===== src/rtl/speed_pkg.sv =====
// speed_pkg: shared state/winner types and LED pattern helpers for the speed round
package speed_pkg;
    localparam int MAX_W = 32;

    typedef enum logic [2:0] {IDLE, COUNT, SAMPLE, FLASH_ON, FLASH_OFF, FINISH} state_t;
    typedef enum logic [1:0] {WIN_LEFT, WIN_RIGHT, WIN_TIE} win_t;

    function automatic logic [MAX_W-1:0] therm(input int remaining, input int led_w);
        logic [MAX_W-1:0] r;
        for (int i = 0; i < MAX_W; i++) r[i] = (i < remaining) && (i < led_w);
        return r;
    endfunction

    // Right lights the low half, left the high half; the odd middle LED stays dark
    function automatic logic [MAX_W-1:0] win_pattern(input win_t code, input int led_w);
        logic [MAX_W-1:0] lo, hi;
        lo = therm(led_w / 2, led_w);
        hi = lo << (led_w - led_w / 2);
        return code == WIN_RIGHT ? lo : code == WIN_LEFT ? hi : lo | hi;
    endfunction
endpackage


===== src/rtl/led_pattern_gen.sv =====
// led_pattern_gen: maps registered FSM state, countdown and winner to the LED bar
module led_pattern_gen
    import speed_pkg::*;
#(
    parameter int LED_W = 7,
    parameter int RW = 3
)(
    input  state_t           state,
    input  logic [RW-1:0]    remaining,
    input  win_t             winner,
    output logic [LED_W-1:0] speed_led
);
    always_comb begin
        speed_led = state == COUNT    ? LED_W'(therm(int'(remaining), LED_W)) :
                    state == FLASH_ON ? LED_W'(win_pattern(winner, LED_W)) : '0;
    end
endmodule


===== src/rtl/speed_round_seq.sv =====
// speed_round_seq: countdown, round-over pulse and winner flash for the speed round
module speed_round_seq
    import speed_pkg::*;
#(
    parameter int LED_W = 7,
    parameter int FLASHES = 4,
    localparam int FL_W = $clog2(FLASHES + 1)
)(
    input  logic             clk,
    input  logic             rst,
    input  logic             slowen,
    input  logic             slowen_fast,
    input  logic             slowen_slow,
    input  logic             speed_round,
    input  logic             abort,
    input  logic             speed_tie,
    input  logic             speed_right,
    output logic [LED_W-1:0] speed_led,
    output logic             winspeed,
    output logic             speed_exit,
    output logic             busy
);
    localparam int RW = $clog2(LED_W + 1);

    state_t state, next;
    logic [RW-1:0] remaining;
    logic [FL_W-1:0] flash_cnt;
    win_t winner;
    logic entry;

    always_comb begin
        next = state;
        if (abort) next = IDLE;
        else case (state)
            IDLE:      if (speed_round) next = COUNT;
            COUNT:     if (slowen && remaining <= RW'(1)) next = SAMPLE;
            SAMPLE:    if (slowen_slow) next = FLASH_ON;
            FLASH_ON:  if (slowen_fast) next = FLASH_OFF;
            FLASH_OFF: if (slowen_fast) next = flash_cnt == FL_W'(FLASHES) ? FINISH : FLASH_ON;
            FINISH:    if (slowen) next = IDLE;
            default:   next = IDLE;
        endcase
    end

    always_ff @(posedge clk) begin
        if (rst) begin
            state <= IDLE;
            remaining <= '0;
            flash_cnt <= '0;
            winner <= WIN_LEFT;
            entry <= 1'b0;
        end else begin
            state <= next;
            entry <= state == COUNT && next == SAMPLE;
            if (abort) begin
                remaining <= '0;
                flash_cnt <= '0;
            end else begin
                if (state == IDLE && speed_round) remaining <= RW'(LED_W);
                if (state == COUNT && slowen && remaining > RW'(1)) remaining <= remaining - RW'(1);
                if (state == SAMPLE && slowen_slow) begin
                    winner <= speed_right ? WIN_RIGHT : speed_tie ? WIN_TIE : WIN_LEFT;
                    flash_cnt <= '0;
                end
                if (state == FLASH_ON && slowen_fast) flash_cnt <= flash_cnt + FL_W'(1);
            end
        end
    end

    led_pattern_gen #(.LED_W(LED_W), .RW(RW)) u_led (
        .state(state),
        .remaining(remaining),
        .winner(winner),
        .speed_led(speed_led)
    );

    assign winspeed = entry;
    assign speed_exit = state == FINISH;
    assign busy = state != IDLE;
endmodule


===== config.mk =====
export PLATFORM = sky130hd
export DESIGN_NAME = speed_round_seq
export DESIGN_NICKNAME = d
export VERILOG_FILES = /design/src/rtl/speed_pkg.sv /design/src/rtl/led_pattern_gen.sv /design/src/rtl/speed_round_seq.sv
export SDC_FILE = /design/constraint.sdc
export NUM_CORES = 1
export LEC_CHECK = 0
export CAP_MARGIN = 10
export CORE_MARGIN = 2
export CORE_UTILIZATION = 45
export CTS_CLUSTER_SIZE = 24
export DETAILED_ROUTE_END_ITERATION = 7
export PLACE_DENSITY = 0.73
export SLEW_MARGIN = 15
export SYNTH_ARGS = -nofsm -noshare
export SYNTH_HDL_FRONTEND = slang
export SYNTH_SLANG_ARGS = --single-unit

===== constraint.sdc =====
create_clock -name clk -period 2 [get_ports clk]
set_input_delay 0.4 -clock clk [delete_from_list [all_inputs] [get_ports clk]]
set_output_delay 0.4 -clock clk [all_outputs]
set_load 0.02 [all_outputs]

Word level (Yosys, flattened, before mapping)

Index checks and enable logic that the tools add are counted.

Logic and storage cells: 58
Input bits: 9
Latch bits: 0
Memories kept: 0
Register bits after elaboration: 12
ROM bits: 0
RAM bits: 0
Output and inout bits: 10

Shift operators: 0
Bitwise logic cells: 1
Reductions and logical operators: 14
Multipliers: 0
Order comparisons: 9
$add $sub $neg: 2
Eq/ne operators: 8
Div/mod/pow operators: 0
Muxes and demuxes: 19

Operator list:

| kind                                                                             | count |
|---|---|
| 3-bit 2-to-1 mux                                                                 | 13 |
| 7-bit 2-to-1 mux                                                                 | 3 |
| 3-bit case mux with 6 select lines                                               | 1 |
| 3-bit by 2-bit == test with 1-bit output (second input constant)                 | 3 |
| 3-bit == test (second input constant)                                            | 3 |
| 3-bit less-than comparator (first input constant)                                | 3 |
| 1-bit logical AND                                                                | 7 |
| 1-bit by 3-bit less-than comparator with 1-bit output (first input constant)     | 2 |
| 2-bit by 3-bit less-than comparator with 1-bit output (first input constant)     | 2 |
| 2-bit 2-to-1 mux                                                                 | 2 |
| 2-bit nonzero test                                                               | 2 |
| 3-bit by 1-bit adder with 3-bit output (second input constant)                   | 1 |
| 3-bit by 1-bit == test with 1-bit output (second input constant)                 | 1 |
| 3-bit by 1-bit greater-than comparator with 1-bit output (second input constant) | 1 |
| 3-bit by 1-bit <= comparator with 1-bit output (second input constant)           | 1 |
| 3-bit logical NOT                                                                | 1 |
| 3-bit nonzero test                                                               | 1 |
| 3-bit by 1-bit subtractor with 3-bit output (second input constant)              | 1 |
| 2-bit by 1-bit == test with 1-bit output (second input constant)                 | 1 |
| 2-bit logical NOT                                                                | 1 |
| 2-bit AND reduction                                                              | 1 |
| 2-bit OR reduction                                                               | 1 |
| 1-bit NOT                                                                        | 1 |

Longest topological paths before layout

Gate-level depths: netlist of run 1.

Depth after elaboration: 7
Gate-level depth with buffers: 5
Depth with buffers taken out: 5

Cells and area by module

From an unflattened synthesis of run 1, not the netlist that was laid out.

Cells, all modules: 99
Area total of the unflattened synthesis: 782.0 um^2

Modules (own cells, without submodules):

| module          | sequential area each (um^2) | area an instance (um^2) | cells an instance | times used |
|---|---|---|---|---|
| speed_round_seq | 240.2                       | 679.4                   | 82                | 1 |
| led_pattern_gen | 0.0                         | 102.6                   | 17                | 1 |

Worst setup path after synthesis of run 1

No wires, ideal clock.

Path kind: flip-flop to output port
From: reg state[0]
To: out speed_led[6]
Arrival: 1.372 ns
Buffers on the path: 1
Data required time: 1.600 ns
Stages on the path, launching flop included: 4
Slack: 0.228 ns
Cell sequence: dfxtp_1 clkbuf_1 nand3_1 o31ai_1

Cells in the longest elaborated chain, start to end: 3
Elaborated cells between the ends (all ways): 4
Classes of those cells: eq/ne (2); mux (2)

RTL lines:

| item                                     | line                  | text |
|---|---|---|
| start, declared                          | speed_round_seq.sv:25 | `state_t state, next;` |
| start signal, assigned                   | speed_round_seq.sv:53 | `state <= next;` |
| 3-bit by 2-bit == test with 1-bit output | led_pattern_gen.sv:15 | `state == FLASH_ON ? LED_W'(win_pattern(winner, LED_W)) : '0;` |
| 7-bit 2-to-1 mux                         | led_pattern_gen.sv:15 |  |
| 7-bit 2-to-1 mux (*)                     | led_pattern_gen.sv:14 | `speed_led = state == COUNT ? LED_W'(therm(int'(remaining), LED_W)) :` |
| end, declared                            | speed_round_seq.sv:18 | `output logic [LED_W-1:0] speed_led,` |

Every way passes the cells marked *; elsewhere a longest branch is shown, timed or not.

Final worst setup path of run 1

From: reg state[2]
To: out speed_led[4]

Same word-level chain as after synthesis.

==> out/metrics.csv, run 1 <==
stage,metric,value,unit
pwr,static leakage power,0.4820,nW
pwr,Total Power Consumption,0.4973,mW
die,Boundary Pins,19,
timing,FMAX,521.9,MHz
pwr,internal power,0.3637,mW
pwr,largest vdd supply drop,434.4,µV
detailed_routing,iteration-0 DRC count of the detailed router,11,
pwr,net switching share of the total power,26.86,%
synthesis,predominant post-synthesis flop cell,sky130_fd_sc_hd__dfxtp_1,
synthesis,cell accounting for the most synthesized area,sky130_fd_sc_hd__dfxtp_1,
setup_path,Critical Path Sink Type,output pin,
setup_path,"Critical Path, Cell by Cell",and3b_1 -> o21ai_1 -> o21ai_1 -> dlygate4sd2_1,
pwr,total power divided by cell area,446.6,nW/µm²
die,total die area,2254,µm²
timing,final clock skew,2.476,ps
timing,final setup fails,0,
grt,vias in the first global route,825,
placed_design,number of buffer cells added on primary ports,18,
placed_design,DP HPWL,1.657,mm
timing,final slew viol count,0,
grt,number of antenna violations at the first check in global routing,0,
timing,final-report hold violation count,0,
pwr,Flop pwr share,49.5,%
clocking,Clock H-tree levels,1,
setup_path,Critical Path Source Type,flop,
pwr,relative contribution of combinational cells to total power,20.5,%
timing,shortest clock period the worst path allows after layout,1916,ps
detailed_routing,via total after detailed routing,855,
setup_path,required time of the critical path,1600,ps
grt,met1 track demand over resource in global routing,27.13,%
detailed_routing,Routed wire per std cell,13.52,µm
clocking,number of setup buffers added after CTS,0,
setup_path,worst stage delay on the critical path,350,ps
min_path,worst hold path type,flop to flop,
setup_path,Crit path top cell by count,sky130_fd_sc_hd__o21ai_1,
timing,worst slew slack as a fraction of its limit,71.46,%
cells_and_area,growth of design area from synthesis to finish,30.88,%
cells_and_area,Antenna Cells,0,
clocking,CTS buffer count,3,
synthesis,fraction of post-synthesis cell area in the top cell type by area,28.24,%
synthesis,most frequent cell after synthesis,sky130_fd_sc_hd__dfxtp_1,
timing,final sum of negative setup slack,0,ps
die,die outline height,47.48,µm
clocking,root cell of the clock tree,sky130_fd_sc_hd__clkbuf_4,
synthesis,warning count from the yosys run,0,
clocking,clock network latency to the later pin of the worst-skew pair,270,ps
die,Die Span X,47.48,µm
timing,slew at the pin closest to its max-slew limit,427.0,ps
pwr,clock share of power,30.0,%
synthesis,biggest area contributors in the synthesized netlist,"sky130_fd_sc_hd__dfxtp_1, sky130_fd_sc_hd__ha_1, sky130_fd_sc_hd__o21ai_1",
grt,pin count of the biggest net entering global routing,16,
clocking,clock input transition at the sequential cells of the worst setup and hold paths,70,ps
setup_path,"critical path fanouts, max",4,
cells_and_area,fraction of final layout cells sized beyond drive strength 1,18.32,%
synthesis,sequential-to-total area share from yosys stat,28.24,%
min_path,number of cells on the worst hold path,2,
grt,global route overflow,0,
clocking,count of clock tree sinks,12,
grt,GR peak layer,met2,
grt,first-pass GRT wire length,3.491,mm
timing,RSZ-0062 raised after global routing,false,
setup_path,critical path class,flop to output pin,
status,run status,"complete, no violations",
synthesis,distinct cell type count after synthesis,42,
detailed_routing,detailed-route vias per instance,5.481,
detailed_routing,drt first pass iters,4,
synthesis,Post-synth EDFFs,0,
clocking,Clock Tree Buf Depth,2,
die,row cnt,15,
setup_path,slowest CP cell,sky130_fd_sc_hd__dlygate4sd2_1,
setup_path,cell count of the worst reg-to-reg path,5,
pwr,power spent charging and discharging nets,0.1336,mW
die,Std-Cell Core Area,1745,µm²
grt,met2 demand-to-capacity share in global routing,37.84,%
die,effective utilization at floorplan,48.75,%
timing,Tcrit/Tclk final,95.80,%
cells_and_area,NumNets Final,146,
setup_path,endpoint arrival time on the critical path,1520,ps
clocking,number of buffers inserted by hold repair at cts,0,
synthesis,Synthesized Nets,118,
run,maximum capacitance violations,0,
synthesis,share of flip-flops with an asynchronous set or reset,0,%
placed_design,final RePlAce weighted congestion,0.8915,
clocking,clock tree from TritonCTS,yes,
grt,overall global routing resource usage,22.25,%
detailed_routing,DRT antenna net count,0,
detailed_routing,drc violations,0,
grt,met3 layer usage reported by global route,4.906,%
detailed_routing,sum of routed wire length over all layers,2.109,mm
synthesis,synthesized flop and latch total,12,
synthesis,top cell types by occurrence after synthesis,"sky130_fd_sc_hd__dfxtp_1, sky130_fd_sc_hd__inv_1, sky130_fd_sc_hd__o21ai_1, sky130_fd_sc_hd__a21oi_1, sky130_fd_sc_hd__nand3_1",
synthesis,average cell area after synthesis,8.103,µm²
synthesis,Synth Cell Area,850.8,µm²
synthesis,gate count of the mapped netlist,105,
==> sequential cells by signal, indices dropped and copies added, names as in the netlist <==
name / flops
flash_cnt: 3
remaining: 3
state: 3
winner: 2
winspeed: 1
==> power groups by stage <==
stage                     Combinational (mW)  Clock, mW  Sequential [mW]
after floorplan                       0.0529          0            0.253
after CTS                              0.102      0.153            0.246
final                                  0.102      0.149            0.246
after global placement                 0.101          0            0.252
after global routing                   0.111      0.163            0.247
after detailed placement               0.103          0            0.252
==> cell usage in the layout, fill, tap and decap left out, types with 2 or more instances in the layout <==
cell | Yosys | routed
sky130_fd_sc_hd__nand3_1 | 6 | 6
sky130_fd_sc_hd__nand2_1 | 5 | 5
sky130_fd_sc_hd__ha_1 | 4 | 4
sky130_fd_sc_hd__o21ai_0 | 4 | 4
sky130_fd_sc_hd__inv_1 | 10 | 10
sky130_fd_sc_hd__or3_1 | 3 | 3
sky130_fd_sc_hd__nand4b_1 | 2 | 2
sky130_fd_sc_hd__a31oi_1 | 3 | 3
sky130_fd_sc_hd__and3_1 | 2 | 2
sky130_fd_sc_hd__a21oi_1 | 6 | 6
sky130_fd_sc_hd__dfxtp_1 | 12 | 12
sky130_fd_sc_hd__o21ai_1 | 8 | 8
sky130_fd_sc_hd__dlygate4sd2_1 | 0 | 4
sky130_fd_sc_hd__a211oi_1 | 3 | 3
sky130_fd_sc_hd__nor2_1 | 5 | 5
sky130_fd_sc_hd__buf_4 | 1 | 10
sky130_fd_sc_hd__nand2b_1 | 3 | 3
sky130_fd_sc_hd__clkbuf_2 | 0 | 4
sky130_fd_sc_hd__clkbuf_4 | 0 | 3
sky130_fd_sc_hd__clkdlybuf4s50_1 | 0 | 9
==> area by class of cell <==
cell class	instances	area, µm²
clock buffers	3	22.52
well taps	25	31.28
flip-flops and latches	12	240.2
multi-input cells	78	549.3
repair buffers	28	232.7
fillers	159	631.9
inverters	10	37.54
==> through the flow <==
step	instance area, µm²	instances	util, %	hold slack (ps)	worst slack [ps]
after floorplan	850.8	105	-	456.6	227.6
after global placement	1114	153	63.80	478.2	70.05
after detailed placement	1114	153	63.80	489.8	47.48
after CTS	1126	156	64.52	499.8	17.35
after global routing	1114	156	63.80	527.2	4.054
final	1114	156	63.80	499.1	84.09
==> repair_timing <==
| item | in CTS | in global routing |
|---|---|---|
| setup endpoints to repair | 8 | 5 |
| pin swaps | 0 | 0 |
| resized for setup | 8 | 10 |
==> worst max-delay path, delay by kind of cell, from the launching register on <==
| kind | cells | cell delay (ps) |
|---|---|---|
| AOI/OAI and AO/OA | 2 | 240 |
| buffers and inverters | 1 | 350 |
| and+or+nand+nor | 1 | 300 |
| DFF | 1 | 340 |
==> metal layers <==
metal | wire length, µm | up-vias
met3 | 103 | 4
met2 | 1008 | 25
met4 | 27 | 0
li1 | - | 440
met5 | 0 | -
met1 | 970 | 386
==> path summary, 6_finish.rpt <==
| check | slack, ps | endpoint | startpoint |
|---|---|---|---|
| min reg2reg | 500 | flash_cnt[1] | flash_cnt[1] |
| min | 500 | flash_cnt[1] | flash_cnt[1] |
| max reg2reg | 410 | state[1] | flash_cnt[0] |
| max | 80 | speed_led[4] | state[2] |
==> logic make-up after synthesis <==
| group | Yosys count | synth area share, % |
|---|---|---|
| buffers and inverters | 15 | 7.206 |
| and+or+nand+nor | 40 | 31.03 |
| AOI/OAI and AO/OA | 32 | 23.83 |
| muxes | 2 | 3.823 |
| DFF | 12 | 28.24 |
| adders and majority gates | 4 | 5.883 |
(Power assumes the default switching activity.)
==> inputs of run 2 (changes only) <==
- CORE_MARGIN: 2 -> 3
- PLACE_DENSITY: 0.73 -> 0.74
- SYNTH_HIERARCHICAL: unset -> 1
==> run 2 against run 1 <==
  * Sequential cell count unchanged
  * Cell area decreased by 9.2%
  * Register-to-register slack about the same
  * First-iteration DRC count increased by 45%
  * Setup slack got worse by 7.9 ps
  * Core utilization increased by 0.33 points
  * Worst hold slack improved by 8.6 ps
  * Wire length decreased by 10%
  * Clock skew increased by 2.2 ps
  * Highest routed layer unchanged
==> out/metrics.csv, run 2 <==
stage,metric,value,unit,change
clocking,root cell of the clock tree,sky130_fd_sc_hd__clkbuf_4,,
setup_path,reg2reg setup slack,400,ps,about the same
die,Boundary Pins,19,,unchanged
synthesis,top cell types by occurrence after synthesis,"sky130_fd_sc_hd__dfxtp_1, sky130_fd_sc_hd__a21oi_1, sky130_fd_sc_hd__nand2_1, sky130_fd_sc_hd__nor2_1",,
die,row cnt,14,,-1
pwr,relative contribution of combinational cells to total power,17.6,%,-2.9 points
run,maximum capacitance violations,0,,unchanged
cells_and_area,growth of design area from synthesis to finish,29.28,%,
timing,shortest clock period the worst path allows after layout,1924,ps,+7.936 ps
timing,RSZ-0062 raised after global routing,false,,
synthesis,sequential-to-total area share from yosys stat,30.72,%,+2.5 points
setup_path,reg2reg start,remaining[1],,
clocking,Clock H-tree levels,1,,unchanged
min_path,Min-Delay Startpoint,winner[1],,
clocking,clock tree from TritonCTS,yes,,
die,total die area,2274,µm²,+0.87%
setup_path,"Critical Path, Cell by Cell",or3b_1 -> o22ai_1 -> dlygate4sd2_1,,
pwr,static leakage power,0.4535,nW,-5.9%
synthesis,gate count of the mapped netlist,99,,-5.7%
grt,met1 track demand over resource in global routing,25.28,%,-1.8 points
timing,FMAX,519.8,MHz,-0.41%
grt,GR peak layer,met2,,
pwr,clock share of power,30.5,%,+0.5 points
timing,worst slew slack as a fraction of its limit,80.61,%,+9.2 points
timing,final setup fails,0,,unchanged
cells_and_area,NumNets Final,136,,-6.8%
setup_path,required time of the critical path,1600,ps,about the same
pwr,power spent charging and discharging nets,0.1271,mW,-4.8%
pwr,Flop pwr share,51.9,%,+2.4 points
synthesis,share of flip-flops with an asynchronous set or reset,0,%,unchanged
clocking,clock network latency to the later pin of the worst-skew pair,270,ps,about the same
clocking,clock input transition at the sequential cells of the worst setup and hold paths,70,ps,about the same
setup_path,critical path class,flop to output pin,,
grt,overall global routing resource usage,19.79,%,-2.5 points
grt,met2 demand-to-capacity share in global routing,30.34,%,-7.5 points
grt,number of antenna violations at the first check in global routing,0,,unchanged
pwr,internal power,0.3567,mW,-1.9%
setup_path,"critical path fanouts, max",4,,unchanged
clocking,number of buffers inserted by hold repair at cts,0,,unchanged
grt,met3 layer usage reported by global route,5.639,%,+0.73 points
cells_and_area,fraction of final layout cells sized beyond drive strength 1,9.917,%,-8.4 points
timing,slew at the pin closest to its max-slew limit,290.5,ps,-136.6 ps
synthesis,fraction of post-synthesis cell area in the top cell type by area,30.72,%,+2.5 points
setup_path,Critical Path Sink Type,output pin,,
synthesis,Post-synth EDFFs,0,,unchanged
placed_design,final RePlAce weighted congestion,0.9050,,+1.5%
detailed_routing,Routed wire per std cell,13.79,µm,+2.0%
cells_and_area,"commonest cells after routing, fill and taps aside","sky130_fd_sc_hd__dfxtp_1, sky130_fd_sc_hd__a21oi_1, sky130_fd_sc_hd__nor2_1, sky130_fd_sc_hd__nand2_1, sky130_fd_sc_hd__clkdlybuf4s50_1",,
setup_path,cell count of the worst reg-to-reg path,6,,+1
placed_design,DP HPWL,1.438,mm,-13%
synthesis,Synth Cell Area,782.0,µm²,-8.1%
detailed_routing,detailed-route vias per instance,5.759,,+5.1%
timing,final sum of negative setup slack,0,ps,unchanged
grt,vias in the first global route,709,,-14%
synthesis,predominant post-synthesis flop cell,sky130_fd_sc_hd__dfxtp_1,,
detailed_routing,drt first pass iters,4,,unchanged
synthesis,distinct cell type count after synthesis,34,,-19%
setup_path,Critical Path Source Type,flop,,
synthesis,warning count from the yosys run,6,,+6
clocking,Clock Tree Buf Depth,2,,unchanged
die,effective utilization at floorplan,49.60,%,+0.86 points
detailed_routing,iteration-0 DRC count of the detailed router,16,,+5
cells_and_area,Seq. cell area,240.2,µm²,unchanged
die,Std-Cell Core Area,1577,µm²,-9.7%
setup_path,worst stage delay on the critical path,400,ps,+50 ps
synthesis,biggest area contributors in the synthesized netlist,"sky130_fd_sc_hd__dfxtp_1, sky130_fd_sc_hd__a21oi_1, sky130_fd_sc_hd__ha_1",,
cells_and_area,area of the multi-input gates,499.2,µm²,-9.1%
die,Die Span X,47.69,µm,+0.43%
grt,pin count of the biggest net entering global routing,12,,-4
cells_and_area,Antenna Cells,0,,unchanged
grt,first-pass GRT wire length,3.139,mm,-10%
die,die outline height,47.69,µm,+0.43%
pwr,total power divided by cell area,478.6,nW/µm²,+7.2%
clocking,CTS buffer count,3,,unchanged
min_path,number of cells on the worst hold path,2,,unchanged
timing,Tcrit/Tclk final,96.19,%,+0.40 points
setup_path,endpoint arrival time on the critical path,1520,ps,about the same
detailed_routing,drc violations,0,,unchanged
timing,final slew viol count,0,,unchanged
grt,global route overflow,0,,unchanged
synthesis,cell accounting for the most synthesized area,sky130_fd_sc_hd__dfxtp_1,,
synthesis,most frequent cell after synthesis,sky130_fd_sc_hd__dfxtp_1,,
timing,final clock skew,4.709,ps,+2.233 ps
setup_path,kind of cell adding the most delay to the critical path,simple AND/OR/NAND/NOR gates,,
clocking,count of clock tree sinks,12,,unchanged
setup_path,combined buffer and inverter count along the critical path,1,,unchanged
status,run status,"complete, no violations",,
synthesis,average cell area after synthesis,7.899,µm²,-2.5%
pwr,largest vdd supply drop,340.2,µV,-22%
synthesis,Synthesized Nets,112,,-5.1%
pwr,Total Power Consumption,0.4838,mW,-2.7%
setup_path,slowest CP cell,sky130_fd_sc_hd__or3b_1,,
min_path,worst hold path type,flop to flop,,
setup_path,launching instance or port of the critical path,state[0],,
cells_and_area,registers with the most flip-flops,"flash_cnt (3), remaining (3), state (3)",,
min_path,Hold Path Sink,winner[1],,
detailed_routing,sum of routed wire length over all layers,1.889,mm,-10%
cells_and_area,number of fillers in the final layout,152,,-4.4%
detailed_routing,via total after detailed routing,789,,-7.7%
setup_path,reg2reg end,remaining[2],,
placed_design,number of buffer cells added on primary ports,18,,unchanged
pwr,net switching share of the total power,26.27,%,-0.59 points
timing,final-report hold violation count,0,,unchanged
cells_and_area,most common library cell in the layout ignoring fill and taps,sky130_fd_sc_hd__dfxtp_1,,
detailed_routing,DRT antenna net count,0,,unchanged
synthesis,synthesized flop and latch total,12,,unchanged
-- run 2: what timing repair did --
action,in CTS,in global routing
setup buffers,0,0
gates resized for setup,7,2
endpoints found under the setup margin,7,2
-- run 2: final cells by class --
type                            count  area share [%]
Timing Repair Buffer               22           20.42
Sequential cell                    12           23.76
Inverter                            6           2.228
Multi-Input combinational cell     78           49.38
Tap cell                           16           1.980
Clock buffer                        3           2.228
-- run 2: through the flow --
stage                     hold WS, ps  cells  cell area, µm²  util (%)  setup WS, ps
after floorplan                 452.4     99           782.0         -         476.3
after global placement          472.4    134           992.2     62.94         152.0
after detailed placement        501.4    134           992.2     62.94         78.37
after CTS                       510.7    137            1006     63.81         5.708
after global routing            529.1    137            1011     64.13         5.078
final                           507.7    137            1011     64.13         76.15
-- run 2: tightest hold or removal path: cells and delay by family, from the launching register on --
family           cells  cell delay [ps]
flip-flops           1              330
AO/OA/AOI/OAI        1               60
AND/OR/NAND/NOR      1               70
-- run 2: power groups by stage --
stage	Clock [mW]	Sequential (mW)	Combinational, mW
after global routing	0.158	0.252	0.0935
after floorplan	0	0.257	0.0481
after global placement	0	0.256	0.0834
after CTS	0.150	0.251	0.0851
final	0.148	0.251	0.0853
after detailed placement	0	0.257	0.0859
-- run 2: kinds of logic (layout without fill, tap and decap cells) --
| family | after synthesis | after routing | share of synthesized area [%] |
|---|---|---|---|
| AO/OA/AOI/OAI | 26 | 26 | 21.28 |
| buffers and inverters | 9 | 31 | 5.439 |
| flip-flops | 12 | 12 | 30.72 |
| XOR/XNOR | 1 | 1 | 1.120 |
| adder cells (fa/ha/maj) | 4 | 4 | 6.400 |
| AND/OR/NAND/NOR | 46 | 46 | 33.76 |
| multiplexers | 1 | 1 | 1.280 |
-- run 2: how the worst max path moves through the flow --
stage | cells past startpoint | slack, ps | to
finish | 3 | 80 | speed_led[1]
global route | 4 | 5 | speed_exit
CTS | 4 | 6 | busy
detailed placement | 3 | 80 | speed_led[1]
global placement | 3 | 150 | speed_led[2]
floorplan | 2 | 480 | speed_led[0]
-- run 2: layer usage --
metal	up-vias	share of wire, %
li1	398	-
met1	360	47
met2	25	45
met3	6	5.7
met4	0	2.4
met5	-	0
==> inputs of run 3 (changes only) <==
- CORE_UTILIZATION: 45 -> 43
- CTS_CLUSTER_DIAMETER: unset -> 60
- clock period: 2 -> 1.6 ns (I/O delays scaled with it)
==> run 3 against run 2 <==
  * The run now ends with setup timing left
  * Critical path depth stayed put
  * Setup slack worse by 160 ps
  * Cell count is 14% higher
  * Worst hold slack worse by 18 ps
  * Wire length is 11% higher
  * Core utilization is 8.8 points higher
  * Clock skew is 0.84 ps higher
  * Register-to-register slack worse by 340 ps
  * Sequential share of layout area is 2.1 points lower
  * Via count is 3.2% higher
  * Critical path type unchanged
==> out/metrics.csv, run 3 (synthesized netlist as in run 2, its figures left out) <==
stage,metric,value,unit,change
status,run status,finished with violations,,
status,failing checks,setup timing,,
placed_design,final RePlAce weighted congestion,0.8330,,-8.0%
grt,global route overflow,0,,unchanged
timing,final setup fails,5,,+5
timing,slew at the pin closest to its max-slew limit,347.6,ps,+57.16 ps
setup_path,combined buffer and inverter count along the critical path,1,,unchanged
pwr,largest vdd supply drop,597.0,µV,+75%
clocking,count of clock tree sinks,12,,unchanged
placed_design,DP HPWL,1.494,mm,+3.9%
grt,first-pass GRT wire length,3.443,mm,+9.7%
setup_path,"critical path fanouts, max",5,,+1
timing,PnR worst setup slack,-80.15,ps,-156.3 ps
timing,final slew viol count,0,,unchanged
setup_path,Critical Path Source Type,flop,,
setup_path,kind of cell adding the most delay to the critical path,simple AND/OR/NAND/NOR gates,,
clocking,Clock H-tree levels,1,,unchanged
clocking,clock network latency to the later pin of the worst-skew pair,290,ps,+20 ps
die,die outline height,48.65,µm,+2.0%
cells_and_area,most common library cell in the layout ignoring fill and taps,sky130_fd_sc_hd__buf_4,,
die,Boundary Pins,19,,unchanged
grt,number of antenna violations at the first check in global routing,0,,unchanged
setup_path,worst stage delay on the critical path,430,ps,+30 ps
placed_design,number of buffer cells added on primary ports,18,,unchanged
detailed_routing,via total after detailed routing,814,,+3.2%
cells_and_area,final core utilization,72.90,%,+8.8 points
clocking,Clock Tree Buf Depth,2,,unchanged
pwr,Total Power Consumption,0.6905,mW,+43%
cells_and_area,area of the multi-input gates,556.8,µm²,+12%
cells_and_area,Antenna Cells,0,,unchanged
setup_path,Critical Path Sink Type,output pin,,
cells_and_area,registers with the most flip-flops,"flash_cnt (3), remaining (3), state (3)",,
grt,pin count of the biggest net entering global routing,11,,-1
pwr,static leakage power,0.4808,nW,+6.0%
setup_path,"Critical Path, Cell by Cell",or3b_4 -> o22ai_2 -> buf_6,,
setup_path,critical path class,flop to output pin,,
timing,final-report hold violation count,0,,unchanged
cells_and_area,Post-Layout Inst Area,1175,µm²,+16%
min_path,worst hold path type,flop to flop,,
die,row cnt,14,,unchanged
timing,RSZ-0062 raised after global routing,true,,
cells_and_area,growth of design area from synthesis to finish,50.24,%,
timing,Tcrit/Tclk final,105.0,%,
timing,FMAX,595.2,MHz,
die,effective utilization at floorplan,48.52,%,-1.1 points
detailed_routing,drc violations,0,,unchanged
detailed_routing,drt first pass iters,4,,unchanged
detailed_routing,Routed wire per std cell,13.38,µm,-2.9%
clocking,root cell of the clock tree,sky130_fd_sc_hd__clkbuf_4,,
detailed_routing,DRT antenna net count,0,,unchanged
cells_and_area,number of fillers in the final layout,130,,-14%
clocking,CTS buffer count,3,,unchanged
cells_and_area,fraction of final layout cells sized beyond drive strength 1,36.36,%,+26 points
grt,overall global routing resource usage,18.46,%,-1.3 points
die,Std-Cell Core Area,1612,µm²,+2.2%
setup_path,required time of the critical path,1280,ps,-320 ps
detailed_routing,sum of routed wire length over all layers,2.088,mm,+11%
timing,worst hold slack across all endpoints,489.8,ps,-17.88 ps
cells_and_area,NumNets Final,146,,+7.4%
cells_and_area,"commonest cells after routing, fill and taps aside","sky130_fd_sc_hd__buf_4, sky130_fd_sc_hd__nand2_1, sky130_fd_sc_hd__a21oi_1",,
run,maximum capacitance violations,0,,unchanged
pwr,total power divided by cell area,587.7,nW/µm²,+23%
clocking,clock input transition at the sequential cells of the worst setup and hold paths,80,ps,about the same
setup_path,slowest CP cell,sky130_fd_sc_hd__or3b_4,,
die,total die area,2366,µm²,+4.1%
grt,vias in the first global route,795,,+12%
placed_design,instance area at placement,1055,µm²,+6.3%
clocking,clock tree from TritonCTS,yes,,
timing,worst slew slack as a fraction of its limit,76.74,%,-3.9 points
timing,shortest clock period the worst path allows after layout,1680,ps,
timing,final clock skew,5.550,ps,+0.8408 ps
detailed_routing,detailed-route vias per instance,5.218,,-9.4%
placed_design,"number of placed instances, taps included",149,,+11%
cells_and_area,Seq. cell area,254.0,µm²,+5.7%
die,Die Span X,48.65,µm,+2.0%
detailed_routing,iteration-0 DRC count of the detailed router,16,,unchanged
setup_path,endpoint arrival time on the critical path,1360,ps,-160 ps
cells_and_area,final instance count without filler cells,156,,+14%
[run 3: cell types whose count changed in the layout (fill, tap and decap cells not counted), sizes merged]
cell          delta
buf             +19
dlygate4sd2      -7
dlymetal6s2s     -2
clkbuf           +1
[run 3: path summary, 6_finish.rpt]
path,from,endpoint,slack [ps],cells after the start
worst max-delay path,state[1],speed_led[2],-80,3
worst min-delay path,winner[1],winner[1],490,2
worst max register to register,remaining[0],remaining[2],60,6
worst min register to register,winner[1],winner[1],490,2
[run 3: power breakdown]
part	switching (mW)	internal, mW
combinational	0.0626	0.0684
clock	0.109	0.139
sequential	0.00902	0.303
[run 3: worst register-to-register path, stage by stage (launching register included)]
cell	delay, ps
sky130_fd_sc_hd__dfxtp_2	350
sky130_fd_sc_hd__buf_4	160
sky130_fd_sc_hd__ha_1	200
sky130_fd_sc_hd__o21ba_2	240
sky130_fd_sc_hd__nor2_1	60
sky130_fd_sc_hd__or3_1	360
sky130_fd_sc_hd__a21oi_2	110
[run 3: area by class of cell]
type	instances	share of cell area, %
multi-input cells	78	47.39
repair buffers	32	23.43
flip-flops and latches	12	21.62
clock buffers	4	3.088
well taps	24	2.556
inverters	6	1.917
[run 3: through the flow]
| step | TNS (ps) | worst slack (ps) |
|---|---|---|
| detailed placement | -1542 | -292.9 |
| floorplan | 0 | 144.3 |
| CTS | -261.5 | -70.44 |
| finish | -271.3 | -80.15 |
| global placement | -1051 | -190.8 |
| global route | -627.0 | -125.4 |
[run 3: per-layer routing]
metal  GRT usage, %  wire, µm  vias to the layer above
met3          6.135       115                        5
met1          20.79       916                      364
met4          8.057        41                        0
li1               -         -                      421
met5              0         0                        -
met2          31.45      1015                       24
[run 3: timing repair]
action | CTS | global route
hold buffers | 0 | 0
pin swaps | 5 | 4
setup buffers | 1 | 2
endpoints found under the setup margin | 11 | 11
endpoints found under the hold margin | 0 | 0
gates resized for setup | 52 | 15
